## config.mk

```make
export PLATFORM = sky130hd
export DESIGN_NAME = loc_scan_ctrl
export DESIGN_NICKNAME = d
export VERILOG_FILES = /design/src/rtl/tdf_pkg.sv /design/src/rtl/loc_shift_unit.sv /design/src/rtl/loc_scan_ctrl.sv
export SDC_FILE = /design/constraint.sdc
export NUM_CORES = 1
export LEC_CHECK = 0
export CAP_MARGIN = 10
export CORE_ASPECT_RATIO = 0.9
export CORE_MARGIN = 1.5
export CORE_UTILIZATION = 35
export CTS_BUF_LIST = sky130_fd_sc_hd__clkbuf_4 sky130_fd_sc_hd__clkbuf_8
export DETAILED_ROUTE_END_ITERATION = 6
export GPL_ROUTABILITY_DRIVEN = 0
export GPL_TIMING_DRIVEN = 0
export SYNTH_ARGS = -nofsm -noshare
export SYNTH_HDL_FRONTEND = slang
export SYNTH_HIERARCHICAL = 1
export SYNTH_SLANG_ARGS = --single-unit
```

## constraint.sdc

```tcl
create_clock -name CLK -period 2.5 [get_ports CLK]
set_clock_uncertainty 0.15 [all_clocks]
set_input_delay 0.5 -clock CLK [delete_from_list [all_inputs] [get_ports CLK]]
set_output_delay 0.5 -clock CLK [all_outputs]
set_load 0.05 [all_outputs]
```

## src/rtl/tdf_pkg.sv

```systemverilog
// -----------------------------------------------------------------------------
// tdf_pkg
// Definitions shared by the launch-on-capture scan sequencer:
//   - state_e    : sequencer states
//   - GAP_CYCLES : dead cycles between the last shift and the launch edge. This
//                  gives scan-enable time to settle.
//   - cnt_width  : width of a counter that must hold values 0..n
// The pattern record depends on the instance widths, so loc_scan_ctrl
// declares it next to its parameters.
// -----------------------------------------------------------------------------
package tdf_pkg;

    typedef enum logic [2:0] {
        IDLE,
        SHIFT,
        GAP,
        LAUNCH,
        CAPTURE
    } state_e;

    localparam int unsigned GAP_CYCLES = 1;

    function automatic int unsigned cnt_width(input int unsigned n);
        return $clog2(n + 1);
    endfunction

endpackage

```

## src/rtl/loc_shift_unit.sv

```systemverilog
// -----------------------------------------------------------------------------
// loc_shift_unit
// Datapath for the scan chain side of the sequencer.
//   - Holds the load vector and presents one bit per shift cycle on si_o.
//     Bit 0 leaves first.
//   - Holds the expected unload and compares the scan-out bit of each unload
//     cycle against it. Any mismatch sets a sticky fail flag.
//   - Builds the captured unload word: bit i is scan-out in unload cycle i.
// Ports:
//   clk, rst_n  clock, asynchronous active-low reset
//   load_i      pattern accepted this cycle; latch scan_i
//   scan_i      scan load vector
//   shift_i     SHIFT cycle that carries a load
//   unload_i    SHIFT cycle that carries an unload
//   cnt_i       shift cycle index 0..CHAIN_LEN-1
//   arm_i       CAPTURE cycle; latch exp_so_i and clear the sticky fail
//   exp_so_i    expected unload for the pattern being captured
//   so_i        scan-out from the CUT
//   si_o        scan-in bit to the CUT
//   fail_o      sticky fail, including the mismatch of the current cycle
//   res_so_o    captured unload word
// -----------------------------------------------------------------------------
module loc_shift_unit
    import tdf_pkg::*;
#(
    parameter int CHAIN_LEN = 3,
    parameter int CNT_W     = 2
) (
    input  logic                 clk,
    input  logic                 rst_n,
    input  logic                 load_i,
    input  logic [CHAIN_LEN-1:0] scan_i,
    input  logic                 shift_i,
    input  logic                 unload_i,
    input  logic [CNT_W-1:0]     cnt_i,
    input  logic                 arm_i,
    input  logic [CHAIN_LEN-1:0] exp_so_i,
    input  logic                 so_i,
    output logic                 si_o,
    output logic                 fail_o,
    output logic [CHAIN_LEN-1:0] res_so_o
);

    logic [CHAIN_LEN-1:0] load_q, load_d;
    logic [CHAIN_LEN-1:0] exp_q, exp_d;
    logic [CHAIN_LEN-1:0] res_q, res_d;
    logic                 fail_q, fail_d;
    logic                 exp_bit;
    logic                 mismatch;

    always_comb begin
        // NOTE: every combinational output gets a default first. Any path that
        // leaves a variable unassigned would otherwise infer a latch.
        load_d  = load_q;
        exp_d   = exp_q;
        res_d   = res_q;
        exp_bit = 1'b0;

        if (load_i) begin
            load_d = scan_i;
        end else if (shift_i) begin
            load_d = load_q >> 1;
        end

        if (arm_i) begin
            exp_d = exp_so_i;
        end

        for (int i = 0; i < CHAIN_LEN; i++) begin
            if (cnt_i == CNT_W'(i)) begin
                exp_bit = exp_q[i];
                if (unload_i) begin
                    res_d[i] = so_i;
                end
            end
        end

        mismatch = unload_i & (so_i != exp_bit);
        // The last unload bit is folded in here, so the registered result sees
        // it in the same cycle that it is sampled.
        fail_o   = fail_q | mismatch;
        fail_d   = arm_i ? 1'b0 : fail_o;
    end

    assign si_o     = shift_i & load_q[0];
    assign res_so_o = res_q;

    always_ff @(posedge clk or negedge rst_n) begin
        // NOTE: all datapath registers are reset. This keeps the result and
        // scan-in outputs at known values immediately after reset.
        if (!rst_n) begin
            load_q <= '0;
            exp_q  <= '0;
            res_q  <= '0;
            fail_q <= 1'b0;
        end else begin
            // NOTE: sequential state uses non-blocking assignment only.
            load_q <= load_d;
            exp_q  <= exp_d;
            res_q  <= res_d;
            fail_q <= fail_d;
        end
    end

endmodule

```

## src/rtl/loc_scan_ctrl.sv

```systemverilog
// -----------------------------------------------------------------------------
// loc_scan_ctrl
// Launch-on-capture scan test sequencer for transition-delay testing of a
// single-chain full-scan CUT.
//
// Sequence for each pattern: SHIFT (CHAIN_LEN) -> GAP -> LAUNCH -> CAPTURE.
// The unload of one pattern runs in the same SHIFT window as the load of the
// next pattern. When no next pattern is offered in CAPTURE, an unload-only
// SHIFT runs and the sequencer then returns to IDLE.
//
// Ports:
//   CLK, RSTN    clock, asynchronous active-low reset
//   pat_*        pattern handshake and fields. Fields are latched on accept.
//   cut_se/ce    scan enable and flop clock enable (state decodes)
//   cut_si       scan-in bit
//   cut_pi       CUT primary inputs: v1 through launch, v2 in capture
//   cut_so/po    CUT scan-out and primary outputs
//   res_valid    one-cycle result strobe; res_fail and res_so are valid with it
//   busy         sequencer is not IDLE
// -----------------------------------------------------------------------------
module loc_scan_ctrl
    import tdf_pkg::*;
#(
    parameter int CHAIN_LEN = 3,
    parameter int NUM_PI    = 4,
    parameter int NUM_PO    = 1
) (
    input  logic                 CLK,
    input  logic                 RSTN,
    input  logic                 pat_valid,
    output logic                 pat_ready,
    input  logic [CHAIN_LEN-1:0] pat_scan,
    input  logic [NUM_PI-1:0]    pat_v1,
    input  logic [NUM_PI-1:0]    pat_v2,
    input  logic [CHAIN_LEN-1:0] pat_exp_so,
    input  logic [NUM_PO-1:0]    pat_exp_po,
    output logic                 cut_se,
    output logic                 cut_ce,
    output logic                 cut_si,
    output logic [NUM_PI-1:0]    cut_pi,
    input  logic                 cut_so,
    input  logic [NUM_PO-1:0]    cut_po,
    output logic                 res_valid,
    output logic                 res_fail,
    output logic [CHAIN_LEN-1:0] res_so,
    output logic                 busy
);

    localparam int CNT_W = cnt_width(CHAIN_LEN);

    typedef struct packed {
        logic [CHAIN_LEN-1:0] scan;
        logic [NUM_PI-1:0]    v1;
        logic [NUM_PI-1:0]    v2;
        logic [CHAIN_LEN-1:0] exp_so;
        logic [NUM_PO-1:0]    exp_po;
    } pattern_t;

    // Fields kept after acceptance. The scan vector goes directly into the
    // shift unit, so it is not held here.
    typedef struct packed {
        logic [NUM_PI-1:0]    v1;
        logic [NUM_PI-1:0]    v2;
        logic [CHAIN_LEN-1:0] exp_so;
        logic [NUM_PO-1:0]    exp_po;
    } held_t;

    state_e           state_q, state_d;
    logic [CNT_W-1:0] cnt_q, cnt_d;
    logic             load_act_q, load_act_d;
    logic             unload_act_q, unload_act_d;
    logic             po_fail_q, po_fail_d;
    logic             res_valid_q, res_valid_d;
    logic             res_fail_q, res_fail_d;
    held_t            held_q, held_d;

    pattern_t         pat_in;
    logic             accept;
    logic             so_fail;
    logic             shift_ld;
    logic             shift_ul;
    logic             arm;

    assign pat_in = '{scan: pat_scan, v1: pat_v1, v2: pat_v2,
                      exp_so: pat_exp_so, exp_po: pat_exp_po};

    assign pat_ready = (state_q == IDLE) || (state_q == CAPTURE);
    assign accept    = pat_valid & pat_ready;

    assign shift_ld  = (state_q == SHIFT) & load_act_q;
    assign shift_ul  = (state_q == SHIFT) & unload_act_q;
    assign arm       = (state_q == CAPTURE);

    loc_shift_unit #(
        .CHAIN_LEN (CHAIN_LEN),
        .CNT_W     (CNT_W)
    ) u_shift (
        .clk      (CLK),
        .rst_n    (RSTN),
        .load_i   (accept),
        .scan_i   (pat_in.scan),
        .shift_i  (shift_ld),
        .unload_i (shift_ul),
        .cnt_i    (cnt_q),
        .arm_i    (arm),
        .exp_so_i (held_q.exp_so),
        .so_i     (cut_so),
        .si_o     (cut_si),
        .fail_o   (so_fail),
        .res_so_o (res_so)
    );

    // Next-state logic
    always_comb begin
        state_d      = state_q;
        cnt_d        = cnt_q;
        load_act_d   = load_act_q;
        unload_act_d = unload_act_q;
        po_fail_d    = po_fail_q;
        res_valid_d  = 1'b0;
        res_fail_d   = res_fail_q;
        held_d       = held_q;

        if (accept) begin
            held_d = '{v1: pat_in.v1, v2: pat_in.v2,
                       exp_so: pat_in.exp_so, exp_po: pat_in.exp_po};
        end

        case (state_q)
            IDLE: begin
                if (accept) begin
                    state_d      = SHIFT;
                    cnt_d        = '0;
                    load_act_d   = 1'b1;
                    unload_act_d = 1'b0;
                end
            end

            SHIFT: begin
                if (cnt_q == CNT_W'(CHAIN_LEN - 1)) begin
                    cnt_d = '0;
                    if (unload_act_q) begin
                        res_valid_d = 1'b1;
                        res_fail_d  = po_fail_q | so_fail;
                    end
                    if (load_act_q) begin
                        state_d = GAP;
                    end else begin
                        state_d      = IDLE;
                        unload_act_d = 1'b0;
                    end
                end else begin
                    cnt_d = cnt_q + CNT_W'(1);
                end
            end

            GAP: begin
                if (cnt_q == CNT_W'(GAP_CYCLES - 1)) begin
                    state_d = LAUNCH;
                    cnt_d   = '0;
                end else begin
                    cnt_d = cnt_q + CNT_W'(1);
                end
            end

            LAUNCH: begin
                state_d = CAPTURE;
            end

            CAPTURE: begin
                // The PO check uses the pattern that is finishing. held_q may
                // be overwritten by a newly accepted pattern on this same edge.
                po_fail_d    = (cut_po != held_q.exp_po);
                state_d      = SHIFT;
                cnt_d        = '0;
                load_act_d   = accept;
                unload_act_d = 1'b1;
            end

            default: begin
                state_d = IDLE;
            end
        endcase
    end

    always_ff @(posedge CLK or negedge RSTN) begin
        if (!RSTN) begin
            state_q      <= IDLE;
            cnt_q        <= '0;
            load_act_q   <= 1'b0;
            unload_act_q <= 1'b0;
            po_fail_q    <= 1'b0;
            res_valid_q  <= 1'b0;
            res_fail_q   <= 1'b0;
            held_q       <= '0;
        end else begin
            state_q      <= state_d;
            cnt_q        <= cnt_d;
            load_act_q   <= load_act_d;
            unload_act_q <= unload_act_d;
            po_fail_q    <= po_fail_d;
            res_valid_q  <= res_valid_d;
            res_fail_q   <= res_fail_d;
            held_q       <= held_d;
        end
    end

    // CUT controls are pure decodes of registered state
    assign cut_se = (state_q == SHIFT);
    assign cut_ce = (state_q == SHIFT) || (state_q == LAUNCH) || (state_q == CAPTURE);

    always_comb begin
        case (state_q)
            IDLE:    cut_pi = '0;
            CAPTURE: cut_pi = held_q.v2;
            default: cut_pi = held_q.v1;
        endcase
    end

    assign res_valid = res_valid_q;
    assign res_fail  = res_fail_q;
    assign busy      = (state_q != IDLE);

endmodule

```

== Yosys cells after proc, flatten, opt, wreduce, memory -nomap -nowiden ==
Index checks and enable logic that the tools add are counted.
Word-level totals
  register bits after elaboration: 32
  word-level logic and storage cells: 80
Cells by class
  reduce and logical (&&, ||, !) cells: 18
  bitwise operators: 7
  multiplexer cells: 25
  $add $sub $neg: 1
  eq/ne operators: 12
Operators by type and width (number)
  two-way mux 3 bit: 5
  one-hot mux 3 bit (5 select lines): 1
  two-way mux 1 bit: 11
  AND reduction 2 bit: 5
  two-way mux 2 bit: 4
  one-hot mux 2 bit (4 select lines): 1
  one-hot mux 4 bit (2 select lines): 1
  == test 3 x 2 -> 1 bit (second input constant): 2
  inequality test 2 bit (second input constant): 3
  AND reduction 3 bit: 2
  nonzero test 3 bit: 2
  AND 1 bit: 5
  AND reduction 4 bit: 1
  nonzero test 2 bit: 2
  nonzero test 4 bit: 1
  == test 3 x 1 -> 1 bit (second input constant): 1
  == test 3 bit (second input constant): 1
  logical NOT 3 bit: 1
  logical OR 1 bit: 3
  one-hot mux 1 bit (3 select lines): 1
  adder 2 x 1 -> 2 bit (second input constant): 1
  == test 2 x 1 -> 1 bit (second input constant): 1
  == test 2 bit (second input constant): 1
  logical NOT 2 bit: 1
  other kinds (4): 6

== Longest topological paths before layout ==
Gate-level depths: netlist of the first run.
  depth after elaboration: 8
  mapped depth: 8
  depth with buffers taken out: 7

== Modules after synthesis ==
Netlist of the first run, hierarchy kept.
By module, submodules not included
  loc_scan_ctrl: cells an instance 106, times used 1, area each 1167.4 µm², sequential area each 550.5 µm²
  loc_shift_unit: cells an instance 38, times used 1, area each 461.7 µm², sequential area each 250.2 µm²

== Worst setup path after synthesis of the first run ==
No wires, ideal clock.
  path kind: register -> output
  start point: register state_q[2]
  end point: output port cut_si
  data required time: 1.850 ns
  stages on the path, launching flop included: 5
  slack: -0.780 ns
  arrival: 2.630 ns
  path buffers: 1
  cells stage by stage: dfrtp_1 -> clkbuf_1 -> nor3b_1 -> and2_1 -> and2_1
Between the ends
  cells in the longest elaborated chain, start to end: 3
Ends and longest elaborated chain
  start, declared: RTL line loc_scan_ctrl.sv:68  | state_e state_q, state_d;
  start signal, assigned: RTL line loc_scan_ctrl.sv:197  | state_q <= state_d;
  == test 3 x 1 -> 1 bit
  via cut_se: RTL line loc_scan_ctrl.sv:37  | output logic cut_se,
  AND 1 bit: RTL line loc_scan_ctrl.sv:90  | assign shift_ld = (state_q == SHIFT) & load_act_q;
  via shift_ld: RTL line loc_scan_ctrl.sv:80  | logic shift_ld;
  AND 1 bit: RTL line loc_shift_unit.sv:85  | assign si_o = shift_i & load_q[0];
  end, declared: RTL line loc_scan_ctrl.sv:39  | output logic cut_si,
The timed path passes the listed nets, and every way through them passes these cells.

== Worst setup path after layout of the first run ==
  start point: register state_q[1]
  end point: output port pat_ready
Between the ends
  cells in the longest elaborated chain, start to end: 2
  elaborated cells on any way between the ends: 3
Ends and longest elaborated chain
  == test 3 bit / logical NOT 3 bit (equally long branches): RTL line loc_scan_ctrl.sv:87  | assign pat_ready = (state_q == IDLE) || (state_q == CAPTURE);
  logical OR 1 bit *: RTL line loc_scan_ctrl.sv:87
  end, declared: RTL line loc_scan_ctrl.sv:31  | output logic pat_ready,
Mark *: on every way between the ends. The rest lies on a longest branch, timed or not.

==> out/qor.csv, run 1 <==
stage,metric,value,unit
power_and_ir_drop,clock share of power,0.156,
timing,setup TNS,0,ns
synth,Synth area leaders,"dfrtp_1 (49%), mux2_2 (7.6%), mux2_4 (7.4%)",
setup_path,Setup Crit Path Kind,reg2out,
setup_path,Worst EP arrival,1.74,ns
placed_design,pre-CTS setup slack,-0.240,ns
detailed_routing,drt drc,0,
setup_path,Crit path largest cell delay,0.54,ns
timing,Max-slew headroom,0.529,
hold_path,Tightest Hold Check Type,in2async,
power_and_ir_drop,Peak VDD IR,741,uV
die,Boundary Pins,34,
clock_tree,clock sinks,32,
detailed_routing,Vias/cell,4.94,
global_routing,largest net degree at the start of global routing,33,
flow_run,maxcap violations,0,
global_routing,met1 Resource Use GR,0.193,
global_routing,GRT Total Usage,0.152,
global_routing,M3 GR Usage,0.0403,
layout,Area Growth Syn to Fin,32.9,%
placed_design,port bufs,33,
timing,final worst slack,0.109,ns
clock_tree,root buffer cell,clkbuf_8,
layout,fin util,0.486,
die,die area,5070,sq um
timing,max-slew violation count,0,
detailed_routing,remaining antenna violation count,0,
synth,"EDFF count, synth",0,
detailed_routing,final WL,3.44,mm
setup_path,kind of start point of the critical path,flip-flop,
global_routing,GRT Residual Overflow,0,
clock_tree,Worst-path clk slew,0.07,ns
synth,sequential area share after synthesis,0.492,
clock_tree,worst skew pair latency,0.27,ns
timing,fmax,0.418,GHz
synth,Yosys top cell by area,dfrtp_1,
timing,final period demand of the worst path,2.39,ns
power_and_ir_drop,Gate power share,0.543,
clock_tree,"Hold-fix buffers, CTS",0,
timing,Final setup viols,0,
die,CORE AREA,4460,sq um
global_routing,GRT Max-Usage Layer,met2,
synth,syn avg cell area,11.3,sq um
global_routing,met2 Track Usage GR,0.253,
synth,Syn Inst Count,144,
detailed_routing,vias after detailed routing,1225,
setup_path,worst-path fanout max,10,
die,Die Height,67.7,um
die,Starting Density,0.365,
timing,Min Hold Slack,0.118,ns
power_and_ir_drop,Pwr Density,1450,nW/um^2
synth,Synth Flop Type,dfrtp_1,
layout,# nets final,210,
synth,YS warnings,6,
synth,Post-synth ARST share,1.00,
power_and_ir_drop,sequential share of power,0.302,
layout,Ant. Diodes,0,
timing,RSZ-0062 raised after global routing,no,
clock_tree,Max H-tree Level,2,
detailed_routing,1st-iter DRT viols,92,
synth,Post-Syn Area,1630,sq um
detailed_routing,router iterations before antenna repair,4,
power_and_ir_drop,internal power,1.79,mW
setup_path,crit-path cells,"or2_1, buf_6, inv_4, dlygate4sd2_1",
setup_path,CP required,1.85,ns
synth,Yosys top cell area share,0.492,
detailed_routing,WL/cell,13.9,um
synth,Syn Nets,169,
clock_tree,clock buffer depth,2,
global_routing,vias in the first global route,1237,
power_and_ir_drop,static leakage,0.957,nW
global_routing,first-pass GRT wire length,5.71,mm
layout,share of cells above drive strength 1,0.242,
synth,flop and latch count out of synthesis,32,
power_and_ir_drop,Design Power,3.15,mW
layout,Reg area,801,sq um
status,outcome,"finished, final reports clean",
global_routing,initial antenna violation count,0,
timing,Final Hold Fails,0,
die,# rows,23,
layout,filler cell count,417,
layout,Multi-input gate area,742,sq um
timing,Tcrit/Tclk final,0.956,
setup_path,CP Capture Type,primary output,
setup_path,slowest CP cell,dlygate4sd2_1,
clock_tree,CTS Buf Count,5,
synth,Unique masters post-synth,39,
timing,slew of the pin with the lowest slew margin,0.706,ns
power_and_ir_drop,P_sw,1.36,mW
placed_design,hpwl dp,2.43,mm
clock_tree,TritonCTS clock tree,done,
power_and_ir_drop,Net Sw Frac,0.431,
die,die width,74.9,um
[stage by stage]
step                      cell area, sq um  instances
after floorplan                       1640        144
after CTS                             2150        247
after global placement                2050        239
after detailed placement              2040        239
after global routing                  2170        248
final                                 2170        248
[layout by cell type, fill, tap and decap left out, types with 4 or more instances in the layout]
cell,Yosys,final
clkbuf_8,0,5
mux2_4,8,8
clkdlybuf4s15_2,0,5
clkdlybuf4s50_1,0,23
o21ai_0,10,9
inv_1,9,9
nand2_1,14,14
ha_1,5,5
nand3_1,7,7
mux2_2,11,11
buf_4,0,4
dfrtp_1,32,32
[worst max-delay path, delay by kind of cell (launching register included)]
family | cells | cell delay, ns
simple gates | 1 | 0.24
buf+inv | 3 | 0.77
flops | 1 | 0.45
[cells by family after synthesis]
logic type / share of synthesized area
and+or+nand+nor: 0.144
adders and majority gates: 0.0384
DFF: 0.492
buffers and inverters: 0.0599
AOI/OAI and AO/OA: 0.0922
muxes: 0.168
xor gates and xnor gates: 0.00538
[cell type report]
cell class,instances,area share
well taps,62,0.0358
repair buffers,35,0.157
plain buffers,6,0.0254
multi-input cells,95,0.343
clock buffers,6,0.0352
clock inverters,2,0.0162
flip-flops and latches,32,0.370
inverters,10,0.0185
[registers in the layout (all words and copies together) (netlist names)]
register and flops:
held_q 12, state_q 3, u_shift/exp_q 3, u_shift/load_q 3, u_shift/res_so_o 3, cnt_q 2, load_act_q 1, po_fail_q 1
res_fail 1, res_valid 1, u_shift/fail_q 1, unload_act_q 1
[power groups by stage]
stage / Sequential, mW / Combinational, mW / Clock (mW)
after floorplan: 0.990 / 1.17 / 0
after global placement: 0.923 / 1.70 / 0
after detailed placement: 0.941 / 1.72 / 0
after CTS: 0.934 / 1.69 / 0.503
after global routing: 0.985 / 1.84 / 0.525
final: 0.949 / 1.71 / 0.490
[repair_timing]
item	CTS	global route
endpoints found under the setup margin	9	7
endpoints found under the hold margin	0	0
pin swaps	1	1
gates resized for setup	30	3
buffers inserted	0	2
[synth_stat cells (2+ instances only)]
library cell   n
dfrtp_1       32
nand2_1       14
mux2_2        11
o21ai_0       10
inv_1          9
mux2_4         8
nand3_1        7
ha_1           5
clkbuf_1       4
a31oi_1        3
and2_1         3
mux2i_1        3
nand3b_1       3
nor2_1         3
a21oi_1        2
and3_1         2
buf_6          2
nand2b_1       2
[final timing paths]
kind                            start         end  slack [ns]  cells after the start
setup / recovery           state_q[1]   pat_ready        0.11                      4
hold / removal                   RSTN   held_q[2]        0.12                      1
setup reg to reg           state_q[2]    res_fail        0.37                      7
hold reg to reg             held_q[2]   held_q[2]        0.36                      1
max in group asynchronous        RSTN  state_q[2]        1.62                      1
min in group CLK            held_q[2]   held_q[2]        0.36                      1
[metal layers]
layer  wire length [um]  up-vias
met5                  0        -
met4                 34        0
met3                147        5
met2               1680       27
met1               1580      612
li1                   -      581
No activity file was read; power rests on OpenSTA's default activity.
==> run 2, diff against run 1 <==
Settings changed: CTS_CLUSTER_SIZE set to 24, GPL_TIMING_DRIVEN 0 to not set, MAX_ROUTING_LAYER set to met4.
==> run 2 against run 1 <==
  * Sequential share of layout area decreased by 0.13 points
  * Cell count decreased by 2.4%
  * Die area unchanged
  * Critical path depth increased by 1
  * Sequential power increased by 0.8%
  * Clock power decreased by 23%
  * Global-route usage increased by 1.2 points
  * Register-to-register slack improved by 0.07 ns
  * Utilization increased by 0.25 points
  * Critical path type unchanged
==> out/qor.csv, run 2 (synthesized netlist as in run 1, its figures left out) <==
stage,metric,value,unit,change
status,outcome,"finished, final reports clean",,
clock_tree,Worst-path clk slew,0.06,ns,about the same
setup_path,kind of start point of the critical path,flip-flop,,
detailed_routing,1st-iter DRT viols,82,,-11%
timing,Max-slew headroom,0.668,,+0.138
flow_run,maxcap violations,0,,unchanged
layout,largest reg by FF count,held_q,,
placed_design,hpwl dp,2.50,mm,+3.0%
setup_path,Crit path largest cell delay,0.50,ns,-0.04 ns
layout,Multi-input gate area,746,sq um,+0.51%
hold_path,hold-critical path depth,1,,
setup_path,crit path from,state_q[1],,
layout,share of cells above drive strength 1,0.244,,+0.00251
clock_tree,CTS Buf Count,5,,unchanged
timing,Tcrit/Tclk final,0.941,,-0.0150
global_routing,first-pass GRT wire length,5.91,mm,+3.5%
setup_path,crit-path cells,"or2_1, inv_4, nand2_1, o21ai_2, buf_12",,
power_and_ir_drop,static leakage,0.953,nW,-0.35%
detailed_routing,router iterations before antenna repair,4,,unchanged
die,# rows,23,,unchanged
power_and_ir_drop,Net Sw Frac,0.431,,about the same
detailed_routing,remaining antenna violation count,0,,unchanged
power_and_ir_drop,Gate power share,0.585,,+0.042
layout,Area Growth Syn to Fin,33.6,%,
power_and_ir_drop,sequential share of power,0.297,,-0.005
timing,slew of the pin with the lowest slew margin,0.497,ns,-0.209 ns
power_and_ir_drop,P_sw,1.39,mW,+2.3%
placed_design,port bufs,33,,unchanged
die,die area,5070,sq um,unchanged
clock_tree,clock buffer depth,2,,unchanged
power_and_ir_drop,internal power,1.83,mW,+2.4%
clock_tree,Max H-tree Level,2,,unchanged
clock_tree,TritonCTS clock tree,done,,
die,die width,74.9,um,unchanged
timing,final period demand of the worst path,2.35,ns,-0.0376 ns
setup_path,worst-path fanout max,14,,+4
setup_path,Setup Crit Path Kind,reg2out,,
timing,setup TNS,0,ns,unchanged
layout,Ant. Diodes,0,,unchanged
die,Starting Density,0.365,,unchanged
power_and_ir_drop,clock share of power,0.117,,-0.039
global_routing,vias in the first global route,1200,,-3.0%
layout,"most common cell after layout, fill and taps aside",dfrtp_1,,
die,CORE AREA,4460,sq um,unchanged
global_routing,GRT Total Usage,0.164,,+0.0116
setup_path,Worst EP arrival,1.70,ns,-0.04 ns
setup_path,CP Capture Type,primary output,,
detailed_routing,vias after detailed routing,1183,,-3.4%
layout,max FFs per register,12,,unchanged
die,Die Height,67.7,um,unchanged
detailed_routing,final WL,3.48,mm,+1.1%
timing,Final Hold Fails,0,,unchanged
clock_tree,worst skew pair latency,0.28,ns,about the same
layout,Reg area,802,sq um,+0.16%
global_routing,GRT Residual Overflow,0,,unchanged
setup_path,R2R cell count,7,,unchanged
detailed_routing,drt drc,0,,unchanged
timing,RSZ-0062 raised after global routing,no,,
clock_tree,clock sinks,32,,unchanged
power_and_ir_drop,Pwr Density,1480,nW/um^2,+1.9%
layout,# nets final,205,,-2.4%
global_routing,initial antenna violation count,0,,unchanged
die,Boundary Pins,34,,unchanged
hold_path,Tightest Hold Check Type,reg2reg,,
setup_path,slowest CP cell,dfrtp_2,,
power_and_ir_drop,Peak VDD IR,824,uV,+11%
layout,Final Instance Area,2180,sq um,+0.52%
timing,max-slew violation count,0,,unchanged
timing,Final setup viols,0,,unchanged
timing,fmax,0.425,GHz,+1.6%
placed_design,"Cell Area, Placed",2090,sq um,+2.3%
setup_path,CP required,1.85,ns,about the same
detailed_routing,Vias/cell,4.89,,-1.0%
layout,most frequent cells in the layout,"dfrtp_1 (31), clkdlybuf4s50_1 (24), nand2_1 (14), mux2_2 (11)",,
clock_tree,"Hold-fix buffers, CTS",0,,unchanged
hold_path,hold path startpoint,u_shift/res_so_o[1],,
clock_tree,# Post-CTS Setup Buffers,0,,unchanged
layout,filler cell count,414,,-0.72%
detailed_routing,WL/cell,14.4,um,+3.6%
global_routing,largest net degree at the start of global routing,33,,unchanged
setup_path,RR Startpoint,state_q[1],,
clock_tree,root buffer cell,clkbuf_8,,
[run 2: layout make-up]
| cell class | count | share of cell area |
|---|---|---|
| tap | 62 | 0.0356 |
| inverter | 10 | 0.0184 |
| timing repair buffer | 36 | 0.198 |
| clock inverter | 1 | 0.00230 |
| sequential | 32 | 0.368 |
| multi-input combinational | 95 | 0.343 |
| clock buffer | 6 | 0.0351 |
[run 2: path summary, 6_finish.rpt]
path	end	slack, ns
setup / recovery	cut_ce	0.15
hold / removal	u_shift/res_so_o[1]	0.36
setup reg to reg	res_fail	0.44
hold reg to reg	u_shift/res_so_o[1]	0.36
max in group asynchronous	state_q[1]	1.43
min in group asynchronous	held_q[3]	0.46
[run 2: repair_timing]
action | CTS | global route
gates resized for setup | 1 | 2
cloned | 0 | 0
pin swaps | 0 | 0
endpoints found under the setup margin | 1 | 1
hold endpoints to repair | 0 | 0
[run 2: power by group through the flow]
stage               Combinational [mW]  Clock (mW)  Sequential [mW]
floorplan                         1.17           0            0.990
global placement                  1.85           0            0.950
detailed placement                1.88           0            0.966
CTS                               1.90       0.390            0.957
global route                      2.02       0.416            0.997
finish                            1.88       0.378            0.957
[run 2: worst max-delay path: cells and delay by family, from the launching register on]
| family | cells | cell delay [ns] |
|---|---|---|
| AOI/OAI and AO/OA | 1 | 0.13 |
| buffers and inverters | 2 | 0.32 |
| DFF | 1 | 0.50 |
| and+or+nand+nor | 2 | 0.47 |
[run 2: stage by stage]
| stage | cells | hold slack [ns] | utilization | power [mW] | setup slack (ns) |
|---|---|---|---|---|---|
| after floorplan | 144 | 0.0544 | - | 2.16 | 0.000276 |
| after global placement | 235 | 0.340 | 0.469 | 2.80 | 0.388 |
| after detailed placement | 235 | 0.355 | 0.469 | 2.84 | 0.326 |
| after CTS | 242 | 0.368 | 0.487 | 3.24 | 0.0656 |
| after global routing | 242 | 0.383 | 0.488 | 3.43 | 0.0582 |
| final | 242 | 0.362 | 0.488 | 3.22 | 0.147 |
[run 2: per-layer routing]
layer | track usage | share of wire | vias up
met5 | - | 0 | -
met4 | 0.0682 | 0.016 | 0
met3 | 0.0403 | 0.029 | 7
met2 | 0.249 | 0.48 | 17
met1 | 0.209 | 0.47 | 587
li1 | - | - | 572
